<file path="src/rtl/byte_output_handshake_pkg.sv">
// Shared types and constants for the byte output handshake block.
package byte_output_handshake_pkg;

  // Width of one transmitted byte.
  localparam int BYTE_W = 8;

  // Transmit FSM state encoding.
  typedef enum logic [1:0] {
    ST_IDLE    = 2'd0,
    ST_SETUP   = 2'd1,
    ST_REQ     = 2'd2,
    ST_RELEASE = 2'd3
  } state_e;

endpackage

</file>
<file path="src/rtl/byte_output_handshake_sync.sv">
// Single-bit two-flop synchroniser for an asynchronous input.
module byte_output_handshake_sync (
  input  logic clk,
  input  logic rst_n,
  input  logic d_i,
  output logic q_o
);

  logic meta_q;
  logic sync_q;

  // Two-stage capture; the first flop may go metastable, the second filters it.
  always_ff @(posedge clk or negedge rst_n) begin
    if (!rst_n) begin
      meta_q <= 1'b0;
      sync_q <= 1'b0;
    end else begin
      meta_q <= d_i;
      sync_q <= meta_q;
    end
  end

  assign q_o = sync_q;

endmodule

</file>
<file path="src/rtl/byte_output_handshake.sv">
// Byte transmitter: small FIFO from the core, drained to an asynchronous
// consumer over a 4-phase req/ack handshake.
module byte_output_handshake
  import byte_output_handshake_pkg::*;
#(
  parameter  int DEPTH  = 4,
  localparam int ADDR_W = $clog2(DEPTH)
) (
  input  logic              clk,
  input  logic              reset_n,
  input  logic              wr_en,
  input  logic [BYTE_W-1:0] wr_data,
  output logic              full,
  output logic              idle,
  output logic              overflow,
  output logic [BYTE_W-1:0] out_data,
  output logic              out_req,
  input  logic              out_ack
);

  localparam logic [ADDR_W:0]   CNT_FULL = (ADDR_W + 1)'(DEPTH);
  localparam logic [ADDR_W:0]   CNT_ZERO = '0;
  localparam logic [ADDR_W:0]   CNT_ONE  = (ADDR_W + 1)'(1);
  localparam logic [ADDR_W-1:0] PTR_ONE  = ADDR_W'(1);

  logic [BYTE_W-1:0] mem_q [DEPTH];

  logic [ADDR_W-1:0] wr_ptr_q, wr_ptr_d;
  logic [ADDR_W-1:0] rd_ptr_q, rd_ptr_d;
  logic [ADDR_W:0]   count_q, count_d;
  logic              full_q, full_d;
  logic              idle_q, idle_d;
  logic              overflow_q, overflow_d;
  logic [BYTE_W-1:0] out_data_q, out_data_d;
  logic              out_req_q, out_req_d;
  state_e            state_q, state_d;

  logic ack_s;
  logic push;
  logic pop;

  byte_output_handshake_sync u_ack_sync (
    .clk   (clk),
    .rst_n (reset_n),
    .d_i   (out_ack),
    .q_o   (ack_s)
  );

  // A write is taken only while not full; a pop in the same cycle does not
  // make room because full is the registered view of the count.
  assign push = wr_en && !full_q;

  // Byte storage; no reset needed, contents are only read behind the count.
  always_ff @(posedge clk) begin
    if (push) begin
      mem_q[wr_ptr_q] <= wr_data;
    end
  end

  // FSM next state, pop decision and handshake outputs.
  always_comb begin
    state_d    = state_q;
    out_req_d  = out_req_q;
    out_data_d = out_data_q;
    pop        = 1'b0;
    unique case (state_q)
      ST_IDLE: begin
        // A stale-high ack must clear before a new transfer may start.
        if ((count_q != CNT_ZERO) && !ack_s) begin
          pop        = 1'b1;
          out_data_d = mem_q[rd_ptr_q];
          state_d    = ST_SETUP;
        end
      end
      ST_SETUP: begin
        // Data has been stable for a full clock; now raise req.
        out_req_d = 1'b1;
        state_d   = ST_REQ;
      end
      ST_REQ: begin
        if (ack_s) begin
          out_req_d = 1'b0;
          state_d   = ST_RELEASE;
        end
      end
      ST_RELEASE: begin
        if (!ack_s) begin
          state_d = ST_IDLE;
        end
      end
      default: begin
        state_d = ST_IDLE;
      end
    endcase
  end

  // FIFO pointer/count bookkeeping and registered status flags.
  always_comb begin
    wr_ptr_d   = push ? (wr_ptr_q + PTR_ONE) : wr_ptr_q;
    rd_ptr_d   = pop  ? (rd_ptr_q + PTR_ONE) : rd_ptr_q;
    count_d    = count_q;
    if (push && !pop) begin
      count_d = count_q + CNT_ONE;
    end else if (pop && !push) begin
      count_d = count_q - CNT_ONE;
    end
    full_d     = (count_d == CNT_FULL);
    idle_d     = (count_d == CNT_ZERO) && (state_d == ST_IDLE);
    overflow_d = overflow_q || (wr_en && full_q);
  end

  // State register; reset discards any queued bytes and drops req at once.
  always_ff @(posedge clk or negedge reset_n) begin
    if (!reset_n) begin
      state_q    <= ST_IDLE;
      wr_ptr_q   <= '0;
      rd_ptr_q   <= '0;
      count_q    <= '0;
      full_q     <= 1'b0;
      idle_q     <= 1'b1;
      overflow_q <= 1'b0;
      out_data_q <= '0;
      out_req_q  <= 1'b0;
    end else begin
      state_q    <= state_d;
      wr_ptr_q   <= wr_ptr_d;
      rd_ptr_q   <= rd_ptr_d;
      count_q    <= count_d;
      full_q     <= full_d;
      idle_q     <= idle_d;
      overflow_q <= overflow_d;
      out_data_q <= out_data_d;
      out_req_q  <= out_req_d;
    end
  end

  assign full     = full_q;
  assign idle     = idle_q;
  assign overflow = overflow_q;
  assign out_data = out_data_q;
  assign out_req  = out_req_q;

endmodule

</file>
<file path="config.mk">
export PLATFORM = sky130hd
export DESIGN_NAME = byte_output_handshake
export DESIGN_NICKNAME = d
export VERILOG_FILES = /design/src/rtl/byte_output_handshake_pkg.sv /design/src/rtl/byte_output_handshake_sync.sv /design/src/rtl/byte_output_handshake.sv
export SDC_FILE = /design/constraint.sdc
export NUM_CORES = 1
export LEC_CHECK = 0
export CORE_MARGIN = 1
export CORE_UTILIZATION = 59
export DETAILED_ROUTE_END_ITERATION = 16
export GPL_TIMING_DRIVEN = 0
export HOLD_SLACK_MARGIN = 0.08
export PLACE_DENSITY = 0.91
export SLEW_MARGIN = 20
export SYNTH_ARGS = -nofsm -noshare
export SYNTH_HDL_FRONTEND = slang
export SYNTH_HIERARCHICAL = 1
export SYNTH_SLANG_ARGS = --single-unit
</file>
<file path="constraint.sdc">
create_clock -name clk -period 3.6 [get_ports clk]
set_clock_uncertainty 0.15 [all_clocks]
set_input_delay 0.72 -clock clk [delete_from_list [all_inputs] [get_ports clk]]
set_output_delay 0.72 -clock clk [all_outputs]
set_load 0.05 [all_outputs]
</file>
== Word-level counts from Yosys, hierarchy flattened ==
Memory sizes are Yosys's and may differ from the RTL's. A register that Yosys moved wholly into a read port is not among the register bits.
Index checks and enable logic that the tools add are counted.
Storage, ports and cells
  flip-flop bits (word level): 15
  memory bits (writable): 32
  input port bits: 12
  output and inout port bits: 12
  logic and storage cells: 51
  memories: 1
Memory list
  mem_q: depth 4, width 8, read ports 1, clocked after memory_dff 1, write ports 1, RTL line byte_output_handshake.sv:26  | logic [BYTE_W-1:0] mem_q [DEPTH];
Cells by class
  $add $sub $neg: 4
  equal/unequal tests: 5
  multiplexer cells: 12
  reduce and logical (&&, ||, !) cells: 19
Operators by type and width (number)
  $pmux 2 s4: 1
  $logic_and 1x1->1: 6
  $mux 2: 3
  $mux 3: 2
  $logic_not 1->1: 5
  $mux 1: 5
  $add 2x1->2 const B: 2
  $eq 2x2->1 const B: 2
  $logic_not 2->1: 2
  $reduce_and 2->1: 2
  $add 3x1->3 const B: 1
  $eq 3x3->1 const B: 1
  $logic_not 3->1: 1
  $reduce_bool 3->1: 1
  $sub 3x1->3 const B: 1
  $eq 2x1->1 const B: 1
  $ne 2x1->1 const B: 1
  $pmux 1 s2: 1
  $reduce_bool 2->1: 1
  $logic_or 1x1->1: 1

== Logic depth before layout (Yosys ltp) ==
Gate-level depths: netlist of run 1.
  depth in word-level cells: 9
  depth in mapped cells: 7
  mapped depth without buffers: 6

== By module ==
The synthesis of run 1 kept the hierarchy.
By module, submodules not included
  byte_output_handshake: times used 1, cells an instance 149, area an instance 2177.1 µm², seq. area each 1487.7 µm²
  byte_output_handshake_sync: times used 1, cells an instance 2, area an instance 50.0 µm², seq. area each 50.0 µm²

== Least setup slack after synthesis of run 1 ==
No wires, ideal clock.
  path kind: in2reg
  start point: in wr_en
  end point: mem mem_q[0][0], enable pin
  library setup time: 0.332 ns
  data arrival time: 1.493 ns
  required time: 3.118 ns
  slack: 1.625 ns
  stages on the path: 3
  buffers on the path: 1
  cells stage by stage: nor2b_1 > clkbuf_1 > and2_1
On the way
  word-level cells in the longest chain between the ends: 3
RTL lines
  start, declared: RTL line byte_output_handshake.sv:11  | input logic wr_en,
  $logic_and 1x1->1: RTL line byte_output_handshake.sv:51  | assign push = wr_en && !full_q;
  $mux 1: RTL line byte_output_handshake.sv:55  | if (push) begin
  $mux 1 (not written as such): RTL line byte_output_handshake.sv:56  | mem_q[wr_ptr_q] <= wr_data;
  end, declared: RTL line byte_output_handshake.sv:26
Every way passes these cells.

== Worst setup path after layout of run 1 ==
  start point: in wr_en
  end point: mem mem_q[3][2], enable pin
Same word-level chain as after synthesis.

==> results of run 1 <==
## kinds of logic after synthesis
logic type / Yosys count / synth area share [%]
xor gates and xnor gates: 5 / 1.966
muxes: 8 / 8.090
DFF: 55 / 69.05
AOI/OAI and AO/OA: 13 / 3.708
buffers and inverters: 10 / 1.741
and+or+nand+nor: 53 / 11.52
adders and majority gates: 7 / 3.932
## per-layer routing
metal | wire length (um) | share of wire, %
met1 | 1570 | 41
met2 | 1954 | 51
met3 | 143 | 3.7
met4 | 168 | 4.4
met5 | 0 | 0
## path summary, 6_finish.rpt
kind / startpoint / end / slack [ns] / depth (start not counted)
hold / removal: u_ack_sync/meta_q$_DFF_PN0_ / u_ack_sync/q_o$_DFF_PN0_ / 0.21 / 0
max in group asynchronous: reset_n / idle$_DFF_PN1_ / 2.71 / 1
setup / recovery: wr_en / mem_q[3][2]$_DFFE_PP_ / 1.04 / 4
min in group asynchronous: reset_n / count_q[2]$_DFF_PN0_ / 0.23 / 1
hold reg to reg: u_ack_sync/meta_q$_DFF_PN0_ / u_ack_sync/q_o$_DFF_PN0_ / 0.21 / 0
setup reg to reg: count_q[0]$_DFF_PN0_ / rd_ptr_q[1]$_DFFE_PN0P_ / 1.53 / 6
## where the power goes
| group | internal (mW) | switching, mW |
|---|---|---|
| clock | 0.204 | 0.181 |
| sequential | 0.867 | 0.101 |
| combinational | 0.358 | 0.566 |
## stage by stage
step	utilization, %	std cells	setup WS (ns)	hold WS (ns)
floorplan	-	151	1.625	0.1812
global placement	72.51	220	0.8298	0.1945
detailed placement	72.51	220	0.7271	0.1959
CTS	75.61	228	1.040	0.2109
global route	75.47	228	0.9317	0.2229
finish	75.47	228	1.037	0.2104
## sequential cells by signal (all words and copies together), names as in the netlist
register and flops:
mem_q 32, overflow 1, u_ack_sync/q_o 1, full 1, out_req 1, wr_ptr_q 2, idle 1, count_q 3
u_ack_sync/meta_q 1, out_data 8, state_q 2, rd_ptr_q 2
## worst register-to-register path: stages, from the launching register on
cell and delay, ns:
sky130_fd_sc_hd__dfrtp_1 0.46, sky130_fd_sc_hd__inv_1 0.11, sky130_fd_sc_hd__ha_1 0.22, sky130_fd_sc_hd__and2b_2 0.22, sky130_fd_sc_hd__nor2_2 0.45, sky130_fd_sc_hd__nand2_1 0.17, sky130_fd_sc_hd__xnor2_1 0.16
## placed cells by master (no fill, tap or decap), drive strengths merged, types with 2 or more instances in the layout
cell type,synthesis,layout
inv,6,6
and2,4,4
xnor2,5,5
or3,2,2
ha,7,7
nand2b,2,2
clkinv,0,2
nor3,5,5
edfxtp,32,32
nor2,4,4
nand2,30,30
dfrtp,22,22
mux4,8,8
clkbuf,3,8
buf,1,2
clkdlybuf4s50,0,22
o21ai,4,4
nor2b,2,2
a21oi,4,4
## layout make-up
class	count	area (um2)	area share [%]
flip-flops and latches	55	1538	58.75
well taps	46	57.56	2.199
plain buffers	4	16.27	0.6214
clock buffers	5	68.82	2.629
multi-input cells	86	650.6	24.86
clock inverters	3	38.79	1.482
repair buffers	23	225.2	8.604
inverters	6	22.52	0.8604
==> results.py, run 1 <==
metrics = {
    "pwr": {
        "fin_total_pwr_mw": 2.277,
        "static-leakage-power_nw": 1.025,
        "power.ir.vdd_worst_mv": 0.4502,
        "power-per-cell-area_mw_per_mm2": 869.8,
    },
    "layout": {
        "insertedDiodeCount": 0,
        "n_fill_cell": 229,
        "design.final.nets": 200,
        "fin_area_mm2": 0.002618,
        "share_of_post_route_cells_with_drive_strength_above_1_pct": 11.54,
        "areaGrowthSynthToFinish_pct": 17.53,
    },
    "clocking": {
        "clk_path_buf_depth": 2,
        "clk_pin_slew_worst_paths_ns": 0.09,
        "cts_tree": "built",
        "clock_latency_ns": 0.30,
        "clk_root_buffer_cell": "sky130_fd_sc_hd__clkbuf_8",
        "post_cts.resized_instances": 0,
        "numClockSinks": 55,
        "ctsHoldBuffers": 0,
        "total_setup_buffers_inserted_after_cts": 0,
        "htreeDepth": 2,
        "tritoncts.num_buffers": 5,
    },
    "place": {
        "detailed_place.area_mm2": 0.002515,
        "globalplace.congestion": 0.8399,
        "dp_hpwl_um": 2616,
        "io_buffer_count": 23,
    },
    "floorplan": {
        "start_util_pct": 64.21,
        "num_io_pins": 24,
        "floorplan.die_area_mm2": 0.004025,
        "fp.dieW_um": 63.44,
        "fp.dieH_um": 63.44,
        "total_core_area_mm2": 0.003468,
        "num_rows": 21,
    },
    "synth": {
        "synth-main-ff-cell": "sky130_fd_sc_hd__edfxtp_1",
        "synth.top_cell.area_share_pct": 43.15,
        "synth.area.top_cells": "sky130_fd_sc_hd__edfxtp_1, sky130_fd_sc_hd__dfrtp_1, sky130_fd_sc_hd__mux4_2, sky130_fd_sc_hd__nand2_1, sky130_fd_sc_hd__ha_1",
        "syn_avg_cell_area_um2": 14.75,
        "synth-edff-count": 32,
        "ys_warn_count": 6,
        "ys_async_sr_fraction_pct": 41.82,
        "ys_top_cells_by_count": "sky130_fd_sc_hd__edfxtp_1, sky130_fd_sc_hd__nand2_1, sky130_fd_sc_hd__dfrtp_1",
        "synthDistinctLibCells": 30,
        "synth_most_common_cell": "sky130_fd_sc_hd__edfxtp_1",
        "synth_top_area_cell": "sky130_fd_sc_hd__edfxtp_1",
        "synthesis.area_mm2": 0.002227,
        "synthesis.instances": 151,
        "synth-seq-cells": 55,
        "ys_seq_area_share_pct": 69.04,
        "synthesis.nets": 170,
    },
    "global_route": {
        "gr-usage-met3_pct": 4.710,
        "number_of_global_route_vias_before_repair": 1368,
        "grt_overflow_total": 0,
        "global_route.usage.total_pct": 22.36,
        "grt_max_degree": 24,
        "grt_antenna_before_repair": 0,
        "gr-max-usage-layer": "met2",
        "use_met1_pct": 25.52,
        "grt_first_pass_wirelength_um": 6403,
        "grt_use_met2_pct": 37.77,
    },
    "route": {
        "route.detailed.vias_per_inst": 5.654,
        "detail_route.iter0.violations": 72,
        "routed_wirelength_um": 3837,
        "route.detailed.wl_per_inst_um": 16.83,
        "detailedRoute.firstPassIterationCount": 4,
        "remaining_drc_errors": 0,
        "antenna_left": 0,
        "num_vias": 1289,
    },
    "sta": {
        "finalSetupViolations": 0,
        "finalHoldViolations": 0,
        "setup_total_negative_slack_ns": 0,
        "layout_worst_path_cycle_share_pct": 71.20,
        "max_slew.worst_pin.slew_ns": 0.6411,
        "worst_slew_margin_rel_pct": 57.26,
        "final_max_slew_viol_count": 0,
        "fmax_mhz": 390.1,
        "period_needed_ns": 2.563,
        "grt_setup_unrepaired": "no",
    },
    "worst_setup_path": {
        "critical_path_peak_fanout": 10,
        "path_cells": "clkdlybuf4s50_1, nor2b_1, clkbuf_1, and2_1",
        "class_of_the_most_critical_setup_path": "input port to register",
        "critical-path-max-stage-delay_ns": 0.51,
        "worst_setup_path_end_kind": "register",
        "worstSetupStartpointType": "input port",
        "cell_class_contributing_the_biggest_share_of_worst_path_delay": "buffers and inverters",
        "crit_path_top_delay_cell": "sky130_fd_sc_hd__clkdlybuf4s50_1",
        "arrival_ns": 2.36,
        "critPathRequiredTime_ns": 3.40,
        "critical_path_buf_inv_count": 2,
    },
    "job": {
        "max-cap-violations": 0,
    },
    "hold_path": {
        "hold_path.class": "register to register",
    },
    "outcome": {
        "run_status": "complete, no violations",
    },
}
No activity file was read; power rests on OpenSTA's default activity.
==> run 2: changes to the inputs <==
--- a/config.mk
+++ b/config.mk
@@ -6,11 +6,11 @@
 export NUM_CORES = 1
 export LEC_CHECK = 0
 export CORE_MARGIN = 1
-export CORE_UTILIZATION = 59
+export CORE_UTILIZATION = 55
 export DETAILED_ROUTE_END_ITERATION = 16
 export GPL_TIMING_DRIVEN = 0
 export HOLD_SLACK_MARGIN = 0.08
-export PLACE_DENSITY = 0.91
+export PLACE_DENSITY = 0.86
 export SLEW_MARGIN = 20
 export SYNTH_ARGS = -nofsm -noshare
 export SYNTH_HDL_FRONTEND = slang
==> constraint.sdc (replaced) <==
create_clock -name clk -period 2.5 [get_ports clk]
set_clock_uncertainty 0.15 [all_clocks]
set_input_delay 0.5 -clock clk [delete_from_list [all_inputs] [get_ports clk]]
set_output_delay 0.5 -clock clk [all_outputs]
set_load 0.05 [all_outputs]
==> results.py, run 2 (synthesis results as in run 1) <==
metrics = {
    "pwr": {
        "static-leakage-power_nw": 1.029,
        "power-per-cell-area_mw_per_mm2": 1248,
        "power.ir.vdd_worst_mv": 0.5460,
        "clockPowerShare_pct": 17.4,
        "power_report.internal_total_mw": 2.065,
        "power_frac_seq_pct": 42.4,
        "power_switching_mw": 1.220,
        "fin_total_pwr_mw": 3.285,
        "power.switching_fraction_pct": 37.13,
        "share_comb_of_total_power_pct": 40.2,
    },
    "worst_setup_path": {
        "critPathRequiredTime_ns": 2.30,
        "path_cells": "clkdlybuf4s50_1, nor2b_1, clkbuf_1, and2_1",
        "worstSetupStartpointType": "input port",
        "worst_setup_path_end_kind": "register",
        "arrival_ns": 2.08,
        "crit_path_top_delay_cell": "sky130_fd_sc_hd__clkdlybuf4s50_1",
        "critical_path_peak_fanout": 10,
        "critical-path-max-stage-delay_ns": 0.50,
        "class_of_the_most_critical_setup_path": "input port to register",
    },
    "layout": {
        "share_of_post_route_cells_with_drive_strength_above_1_pct": 11.48,
        "final_core_utilization_pct": 69.77,
        "insertedDiodeCount": 0,
        "mostFrequentLayoutCells": "sky130_fd_sc_hd__edfxtp_1, sky130_fd_sc_hd__nand2_1, sky130_fd_sc_hd__dfrtp_1, sky130_fd_sc_hd__clkdlybuf4s50_1, sky130_fd_sc_hd__mux4_2",
        "design.final.nets": 201,
        "areaGrowthSynthToFinish_pct": 18.15,
        "largest_register_ffs": 32,
        "top_register": "mem_q",
        "mostFrequentLayoutCell": "sky130_fd_sc_hd__edfxtp_1",
        "fin_cells": 231,
    },
    "sta": {
        "layout_worst_path_cycle_share_pct": 90.93,
        "period_needed_ns": 2.273,
        "postLayoutSetupSlackWorst_ns": 0.2267,
        "max_slew.worst_pin.slew_ns": 0.5836,
        "fmax_mhz": 439.9,
        "finalHoldViolations": 0,
        "worst_slew_margin_rel_pct": 61.09,
        "final_max_slew_viol_count": 0,
        "grt_setup_unrepaired": "no",
        "finalSetupViolations": 0,
        "whs_ns": 0.2055,
    },
    "outcome": {
        "run_status": "complete, no violations",
    },
    "place": {
        "dp_cells": 222,
        "io_buffer_count": 23,
        "dp_hpwl_um": 2595,
        "globalplace.congestion": 0.8558,
        "dpl_worst_slack_ns": -0.1225,
    },
    "route": {
        "route.detailed.wl_per_inst_um": 15.70,
        "remaining_drc_errors": 0,
        "route.detailed.vias_per_inst": 5.446,
        "antenna_left": 0,
        "detail_route.iter0.violations": 85,
        "routed_wirelength_um": 3626,
        "num_vias": 1258,
        "detailedRoute.firstPassIterationCount": 4,
    },
    "clocking": {
        "cts_tree": "built",
        "htreeDepth": 2,
        "tritoncts.num_buffers": 5,
        "clk_root_buffer_cell": "sky130_fd_sc_hd__clkbuf_8",
        "total_setup_buffers_inserted_after_cts": 0,
        "clk_path_buf_depth": 2,
        "numClockSinks": 55,
        "ctsHoldBuffers": 0,
        "clk_pin_slew_worst_paths_ns": 0.09,
        "clock_latency_ns": 0.30,
        "post_cts.resized_instances": 0,
    },
    "floorplan": {
        "start_util_pct": 59.06,
        "num_rows": 22,
        "fp.dieH_um": 65.64,
        "floorplan.die_area_mm2": 0.004308,
        "fp.dieW_um": 65.64,
        "total_core_area_mm2": 0.003771,
        "num_io_pins": 24,
    },
    "hold_path": {
        "hold_path.class": "register to register",
    },
    "global_route": {
        "grt_max_degree": 24,
        "grt_first_pass_wirelength_um": 5892,
        "number_of_global_route_vias_before_repair": 1241,
        "grt_antenna_before_repair": 0,
        "grt_overflow_total": 0,
        "global_route.usage.total_pct": 19.21,
    },
    "job": {
        "max-cap-violations": 0,
    },
}
run 2: cell types whose count changed in the layout (fill, tap and decap cells not counted), sizes merged:
cell,before,now
clkinv,2,0
clkbuf,8,9
dlygate4sd3,0,1
inv,6,7
run 2: area by class of cell:
class / count / area, um2
buffer: 4 / 16.27
sequential: 55 / 1538
multi-input combinational: 86 / 650.6
clock inverter: 2 / 36.28
inverter: 6 / 22.52
timing repair buffer: 24 / 235.2
tap: 48 / 60.06
fill: 247 / 1140
clock buffer: 6 / 72.57
run 2: path summary, 6_finish.rpt:
path | start | end | slack, ns | depth (start not counted)
setup reg to reg | count_q[0]$_DFF_PN0_ | full$_DFF_PN0_ | 0.39 | 6
hold reg to reg | u_ack_sync/meta_q$_DFF_PN0_ | u_ack_sync/q_o$_DFF_PN0_ | 0.21 | 0
min in group asynchronous | reset_n | overflow$_DFF_PN0_ | 0.53 | 2
max in group asynchronous | reset_n | idle$_DFF_PN1_ | 1.32 | 2
setup / recovery | wr_en | mem_q[0][0]$_DFFE_PP_ | 0.23 | 4
hold / removal | u_ack_sync/meta_q$_DFF_PN0_ | u_ack_sync/q_o$_DFF_PN0_ | 0.21 | 0
run 2: power by group through the flow:
stage               clock network, mW  logic (mW)  registers (mW)
detailed placement                  0        1.32            1.41
floorplan                           0       0.651            1.68
global route                    0.612        1.42            1.43
CTS                             0.577        1.33            1.39
finish                          0.571        1.32            1.39
global placement                    0        1.27            1.39
run 2: per-stage QoR:
| stage | cell area, um2 | setup TNS, ns |
|---|---|---|
| global route | 2631 | 0 |
| CTS | 2626 | 0 |
| global placement | 2517 | -0.9657 |
| floorplan | 2227 | 0 |
| detailed placement | 2517 | -2.721 |
| finish | 2631 | 0 |
run 2: per-layer routing:
layer,share of wire [%],global-route usage (%),wire (um)
met5,0,0,0
met4,1.0,4.620,38
met3,4.1,5.382,150
met2,51,32.40,1838
met1,44,24.54,1599
run 2: worst max-delay path, delay by kind of cell:
family,cells,cell delay [ns]
simple gates,2,0.72
buf+inv,2,0.86
